## src/rtl/systolic_feeder_pkg.sv

```systemverilog
// Shared definitions for the systolic array front-end feeder:
// FSM state encoding and counter sizing helper.
package systolic_feeder_pkg;

    typedef enum logic [2:0] {
        IDLE     = 3'd0,
        WCOLLECT = 3'd1,
        WPUSH    = 3'd2,
        STREAM   = 3'd3,
        DRAIN    = 3'd4
    } feeder_state_t;

    // Counters need one extra bit beyond the index width.
    function automatic int cnt_width(input int n);
        return $clog2(n) + 1;
    endfunction

endpackage

```

## src/rtl/systolic_feeder_skew_line.sv

```systemverilog
// Per-row delay line (data plus valid tag) used to skew features into
// the left column; STAGES=0 degenerates to a wire.
module skew_line
    import systolic_feeder_pkg::*;
#(
    parameter int bit_width = 8,
    parameter int STAGES    = 1
) (
    input  logic                 clk,
    input  logic                 reset,
    input  logic [bit_width-1:0] shift_data,
    input  logic                 shift_valid,
    output logic [bit_width-1:0] line_data,
    output logic                 line_valid
);

    generate
        if (STAGES == 0) begin : g_pass
            logic unused_clk_rst_s;
            assign unused_clk_rst_s = clk ^ reset;
            assign line_data        = shift_data;
            assign line_valid       = shift_valid;
        end else begin : g_shift
            logic [bit_width-1:0] data_r [STAGES];
            logic [STAGES-1:0]    valid_r;

            // Shift data and valid one stage per cycle, cleared by reset
            always_ff @(posedge clk or negedge reset) begin
                if (!reset) begin
                    for (int k = 0; k < STAGES; k++) begin
                        data_r[k] <= {bit_width{1'b0}};
                    end
                    valid_r <= {STAGES{1'b0}};
                end else begin
                    data_r[0]  <= shift_data;
                    valid_r[0] <= shift_valid;
                    for (int k = 1; k < STAGES; k++) begin
                        data_r[k]  <= data_r[k-1];
                        valid_r[k] <= valid_r[k-1];
                    end
                end
            end

            assign line_data  = data_r[STAGES-1];
            assign line_valid = valid_r[STAGES-1];
        end
    endgenerate

endmodule

```

## src/rtl/systolic_feeder.sv

```systemverilog
// Front end of the weight-stationary MAC array: collects a weight tile,
// shifts it in from the top, then streams skewed features and drains.
module systolic_feeder
    import systolic_feeder_pkg::*;
#(
    parameter int bit_width    = 8,
    parameter int depth        = 4,
    parameter int DRAIN_CYCLES = 2 * depth
) (
    input  logic                       clk,
    input  logic                       reset,
    input  logic                       w_valid,
    output logic                       w_ready,
    input  logic [depth*bit_width-1:0] w_row,
    input  logic                       f_valid,
    output logic                       f_ready,
    input  logic [depth*bit_width-1:0] f_vec,
    input  logic                       f_last,
    output logic                       arr_control,
    output logic [depth*bit_width-1:0] arr_weight,
    output logic [depth*bit_width-1:0] arr_data,
    output logic [depth-1:0]           arr_valid,
    output logic                       busy,
    output logic                       tile_done
);

    localparam int CW = cnt_width(depth);
    localparam int DW = cnt_width(DRAIN_CYCLES);
    localparam int IW = (depth > 1) ? $clog2(depth) : 1;
    localparam int VW = depth * bit_width;

    localparam logic [CW-1:0] LAST_ROW   = CW'(depth - 1);
    localparam logic [DW-1:0] LAST_DRAIN = DW'(DRAIN_CYCLES - 1);

    feeder_state_t   state_r;
    logic [CW-1:0]   wcnt_r;
    logic [CW-1:0]   pcnt_r;
    logic [DW-1:0]   dcnt_r;
    logic [VW-1:0]   weight_buf_r [depth];
    logic            arr_control_r;
    logic [VW-1:0]   arr_weight_r;
    logic            busy_r;
    logic            tile_done_r;
    logic [VW-1:0]   head_data_r;
    logic [depth-1:0] head_valid_r;

    logic            w_accept_s;
    logic            f_accept_s;
    logic [IW-1:0]   push_idx_s;

    assign w_ready    = reset && ((state_r == IDLE) || (state_r == WCOLLECT));
    assign f_ready    = reset && (state_r == STREAM);
    assign w_accept_s = w_valid && w_ready;
    assign f_accept_s = f_valid && f_ready;

    // Bottom row goes in first so that after depth shifts row r holds buffer[r]
    always_comb begin
        push_idx_s = IW'(LAST_ROW - pcnt_r);
    end

    // Tile sequencing FSM with its registered array-control outputs
    always_ff @(posedge clk or negedge reset) begin
        if (!reset) begin
            state_r       <= IDLE;
            wcnt_r        <= {CW{1'b0}};
            pcnt_r        <= {CW{1'b0}};
            dcnt_r        <= {DW{1'b0}};
            for (int r = 0; r < depth; r++) begin
                weight_buf_r[r] <= {VW{1'b0}};
            end
            arr_control_r <= 1'b0;
            arr_weight_r  <= {VW{1'b0}};
            busy_r        <= 1'b0;
            tile_done_r   <= 1'b0;
        end else begin
            arr_control_r <= 1'b0;
            arr_weight_r  <= {VW{1'b0}};
            tile_done_r   <= 1'b0;
            case (state_r)
                IDLE: begin
                    if (w_accept_s) begin
                        weight_buf_r[0] <= w_row;
                        wcnt_r          <= CW'(1);
                        pcnt_r          <= {CW{1'b0}};
                        busy_r          <= 1'b1;
                        state_r         <= (depth == 1) ? WPUSH : WCOLLECT;
                    end
                end
                WCOLLECT: begin
                    if (w_accept_s) begin
                        weight_buf_r[wcnt_r[IW-1:0]] <= w_row;
                        if (wcnt_r == LAST_ROW) begin
                            wcnt_r  <= {CW{1'b0}};
                            pcnt_r  <= {CW{1'b0}};
                            state_r <= WPUSH;
                        end else begin
                            wcnt_r <= wcnt_r + CW'(1);
                        end
                    end
                end
                WPUSH: begin
                    arr_control_r <= 1'b1;
                    arr_weight_r  <= weight_buf_r[push_idx_s];
                    if (pcnt_r == LAST_ROW) begin
                        pcnt_r  <= {CW{1'b0}};
                        state_r <= STREAM;
                    end else begin
                        pcnt_r <= pcnt_r + CW'(1);
                    end
                end
                STREAM: begin
                    if (f_accept_s && f_last) begin
                        dcnt_r  <= {DW{1'b0}};
                        state_r <= DRAIN;
                    end
                end
                DRAIN: begin
                    if (dcnt_r == LAST_DRAIN) begin
                        dcnt_r      <= {DW{1'b0}};
                        tile_done_r <= 1'b1;
                        busy_r      <= 1'b0;
                        state_r     <= IDLE;
                    end else begin
                        dcnt_r <= dcnt_r + DW'(1);
                    end
                end
                default: begin
                    busy_r  <= 1'b0;
                    state_r <= IDLE;
                end
            endcase
        end
    end

    // Chain heads: accepted vector or a zero bubble every cycle
    always_ff @(posedge clk or negedge reset) begin
        if (!reset) begin
            head_data_r  <= {VW{1'b0}};
            head_valid_r <= {depth{1'b0}};
        end else begin
            head_data_r  <= f_accept_s ? f_vec : {VW{1'b0}};
            head_valid_r <= {depth{f_accept_s}};
        end
    end

    genvar gi;
    generate
        for (gi = 0; gi < depth; gi++) begin : g_row
            skew_line #(
                .bit_width (bit_width),
                .STAGES    (gi)
            ) u_skew (
                .clk         (clk),
                .reset       (reset),
                .shift_data  (head_data_r[gi*bit_width +: bit_width]),
                .shift_valid (head_valid_r[gi]),
                .line_data   (arr_data[gi*bit_width +: bit_width]),
                .line_valid  (arr_valid[gi])
            );
        end
    endgenerate

    assign arr_control = arr_control_r;
    assign arr_weight  = arr_weight_r;
    assign busy        = busy_r;
    assign tile_done   = tile_done_r;

endmodule
```

## config.mk

```make
export PLATFORM = sky130hd
export DESIGN_NAME = systolic_feeder
export DESIGN_NICKNAME = d
export VERILOG_FILES = /design/src/rtl/systolic_feeder_pkg.sv /design/src/rtl/systolic_feeder_skew_line.sv /design/src/rtl/systolic_feeder.sv
export SDC_FILE = /design/constraint.sdc
export NUM_CORES = 1
export LEC_CHECK = 0
export CAP_MARGIN = 20
export CELL_PAD_IN_SITES_DETAIL_PLACEMENT = 1
export CELL_PAD_IN_SITES_GLOBAL_PLACEMENT = 2
export CORE_AREA = 5 5 163 165
export CTS_BUF_LIST = sky130_fd_sc_hd__clkbuf_4
export DETAILED_ROUTE_END_ITERATION = 10
export DIE_AREA = 0 0 168 170
export HOLD_SLACK_MARGIN = 0.12
export MAX_ROUTING_LAYER = met4
export PLACE_DENSITY_LB_ADDON = 0.1
export SYNTH_ARGS = -nofsm -noshare
export SYNTH_HDL_FRONTEND = slang
export SYNTH_SLANG_ARGS = --single-unit
```

## constraint.sdc

```tcl
create_clock -name clk -period 2 [get_ports clk]
set_input_delay 0.4 -clock clk [delete_from_list [all_inputs] [get_ports clk]]
set_output_delay 0.4 -clock clk [all_outputs]
set_load 0.03 [all_outputs]
```

==> qor.yml <==
wl_per_cell_um: 18.4
hold_viol_final: 0
power_density_nw_per_um2: 1300
synthCells: 603
netSwitchingPower_mw: 4.71
skew_ps: 53.6
clk_latency_ps: 670
finalNetCount: 876
yosysUniqueCellTypes: 46
crit_fanout: 9
coreArea_um2: 24900
fin_crit_ps: 2110
antenna_found_initial: 1
worst_ep_arrival_time_ps: 1710
clockBufferDepth: 3
ant_nets: 0
tightestPinTransition_ps: 974
status: "finished, violations left"
power_leakage_nw: 6.42
critPathCaptureType: "primary output"
worst_slack_ps: -115
syn_nets: 678
placed_area_um2: 11900
hp-class: "primary input to asynchronous set/reset pin"
relSlewSlack: 0.351
ys_ff_latch: 260
dp_hpwl_um: 13800
worstSetupPathType: "register to primary output"
die_w_um: 168
synth-seq-area-share: 0.648
synthesis.area_um2: 10000
cts_tree: "built"
p_seq_frac: 0.441
finalInstanceArea_um2: 12900
p_total_mw: 16.7
synth_top_area_share: 0.648
avgSynthCellArea_um2: 16.6
finalSetupViolations: 1
fillers: 2439
grt_pass1_wl_um: 35800
portBuffers: 141
cts-root-buf: "clkbuf_4"
initial_core_util: 0.403
numCtsBuffers: 71
required_ps: 1600
area_growth_pct: 28.3
violations: "setup timing"
firstDrtPassIters: 4
intPower_mw: 12.0
cap_violations: 0
ys_top_cells_by_area: "dfrtp_1, mux2_2, mux4_2"
final_layout_size_suffix_gt1_frac: 0.379
grt_max_degree: 167
drc_errors: 0
dieArea_um2: 28600
yosys_warnings: 0
grt-ovfl-total: 0
io_pins: 142
htree_levels: 3
combPwrFrac: 0.265
startpoint_type: "register"
cts.sinks: 260
swShare: 0.282
rsz0062_at_grt: "true"
vias: 5696
yosysTopAreaCell: "dfrtp_1"
clock_power_share: 0.294
wl_um: 21900
max_freq_mhz: 473
vias_per_cell: 4.79
drv_slew: 0
grt.total_usage: 0.164
first_iter_violations: 190
rows: 58
synth_top_flop_cell: "dfrtp_1"
ir_drop_mv: 0.520
synth_edf_count: 0
period_share: 1.06
first_global_vias: 6728
synthArstFlopShare: 1.00
place_congestion: 0.734
die-height_um: 170
clkTransAtPathRegs_ps: 70
[final cells by class]
class / instances / area [um^2] / share of cell area
sequential: 260 / 6510 / 0.506
inverter: 5 / 18.8 / 0.00146
timing repair buffer: 175 / 1800 / 0.140
clock buffer: 106 / 796 / 0.0618
tap: 330 / 413 / 0.0321
multi-input combinational: 288 / 3180 / 0.247
clock inverter: 23 / 160 / 0.0124
antenna: 1 / 2.50 / 0.000194
[synthesized netlist by cell type (2+ instances only)]
master,instances
mux4_2,32
buf_4,25
clkbuf_1,9
nand3_4,3
a22o_1,2
nor3b_1,2
buf_2,5
and2_1,66
mux2_2,108
nand3_1,2
and3_1,2
mux2_4,20
buf_6,10
ha_1,6
inv_1,5
nand2_1,4
nor2_1,3
o21ai_0,4
nand3b_1,2
dfrtp_1,260
nand2b_1,3
a21oi_1,6
[cells in the final DEF (no fill, tap or decap), drive strengths merged, types with 2 or more instances in the layout]
| cell | netlist | routed |
|---|---|---|
| dfrtp | 260 | 260 |
| mux2 | 128 | 128 |
| clkbuf | 9 | 106 |
| dlygate4sd2 | 0 | 71 |
| clkdlybuf4s50 | 0 | 67 |
| and2 | 66 | 66 |
| buf | 41 | 35 |
| mux4 | 32 | 32 |
| clkinv | 0 | 18 |
| a21oi | 6 | 6 |
| ha | 6 | 6 |
| inv | 5 | 6 |
| o21ai | 5 | 5 |
| nand3 | 5 | 5 |
| nand2 | 4 | 4 |
| nor3b | 4 | 4 |
| nor2 | 3 | 3 |
| nand2b | 3 | 3 |
| and3 | 2 | 2 |
| nand3b | 2 | 2 |
| a22o | 2 | 2 |
| clkinvlp | 0 | 2 |
| bufinv | 0 | 2 |
| or3b | 2 | 2 |
[metal layers]
metal	wire length, um	global-route usage
met1	8980	0.194
met2	11200	0.269
met3	1270	0.0495
met4	418	0.0572
met5	0	-
[per-stage QoR]
step           TNS (ps)  instances   util  setup WS, ps  hold slack (ps)
2_1_floorplan         0        603      -           269              104
3_3_place_gp      -1310       1052  0.479         -49.1              206
3_5_place_dp      -7790       1052  0.479          -120              204
4_1_cts            -222       1183  0.516          -185              133
5_1_grt            -286       1188  0.517          -216              212
6_report           -115       1188  0.517          -115              208
[registers in the layout (all words and copies together), names as in the netlist]
register                      cells
state_r                           3
arr_control                       1
pcnt_r                            3
head_data_r                      32
wcnt_r                            3
g_row.u_skew.g_shift.valid_r      3
head_valid_r                      1
g_row.u_skew.g_shift.data_r      24
weight_buf_r                    128
tile_done                         1
g_row.u_skew.line_data           24
arr_weight                       32
busy                              1
dcnt_r                            4
[kinds of logic after synthesis]
| kind of cell | Yosys count | synth area share |
|---|---|---|
| mux | 160 | 0.223 |
| flops | 260 | 0.648 |
| xor+xnor | 1 | 0.000873 |
| buf+inv | 55 | 0.0380 |
| fa+ha+maj | 6 | 0.00748 |
| simple gates | 97 | 0.0663 |
| compound gates | 24 | 0.0163 |
[power groups by stage]
stage	registers, mW	clock network [mW]	logic [mW]
floorplan	7.35	0	3.07
global placement	7.34	0	4.32
detailed placement	7.47	0	4.50
CTS	7.37	5.14	4.48
global route	7.53	5.48	4.81
finish	7.37	4.92	4.43
[path summary, 6_finish.rpt]
check	from	endpoint	slack (ps)	cells after the start
max reg2reg	state_r[2]	weight_buf_r[11]	90	6
min in group clk	reset	state_r[0]	270	4
max in group asynchronous	reset	pcnt_r[0]	860	4
max	state_r[0]	f_ready	-110	4
min reg2reg	g_row[3].u_skew.g_shift.data_r[8]	g_row[3].u_skew.line_data[0]	320	0
min	reset	g_row[3].u_skew.line_data[2]	210	4
[what timing repair did]
item,CTS,global route
setup buffers,2,3
endpoints found under the setup margin,73,3
hold endpoints to repair,94,4
hold buffers,1,1
gates cloned,0,0
resized for setup,80,1
pin swaps,3,1
[worst max-delay path, stage by stage (launching register included)]
cell	delay [ps]
dfrtp_1	400
buf_6	150
and3b_2	230
and2_4	140
buf_6	130
Note: power is estimated with default switching activity, not from simulation.
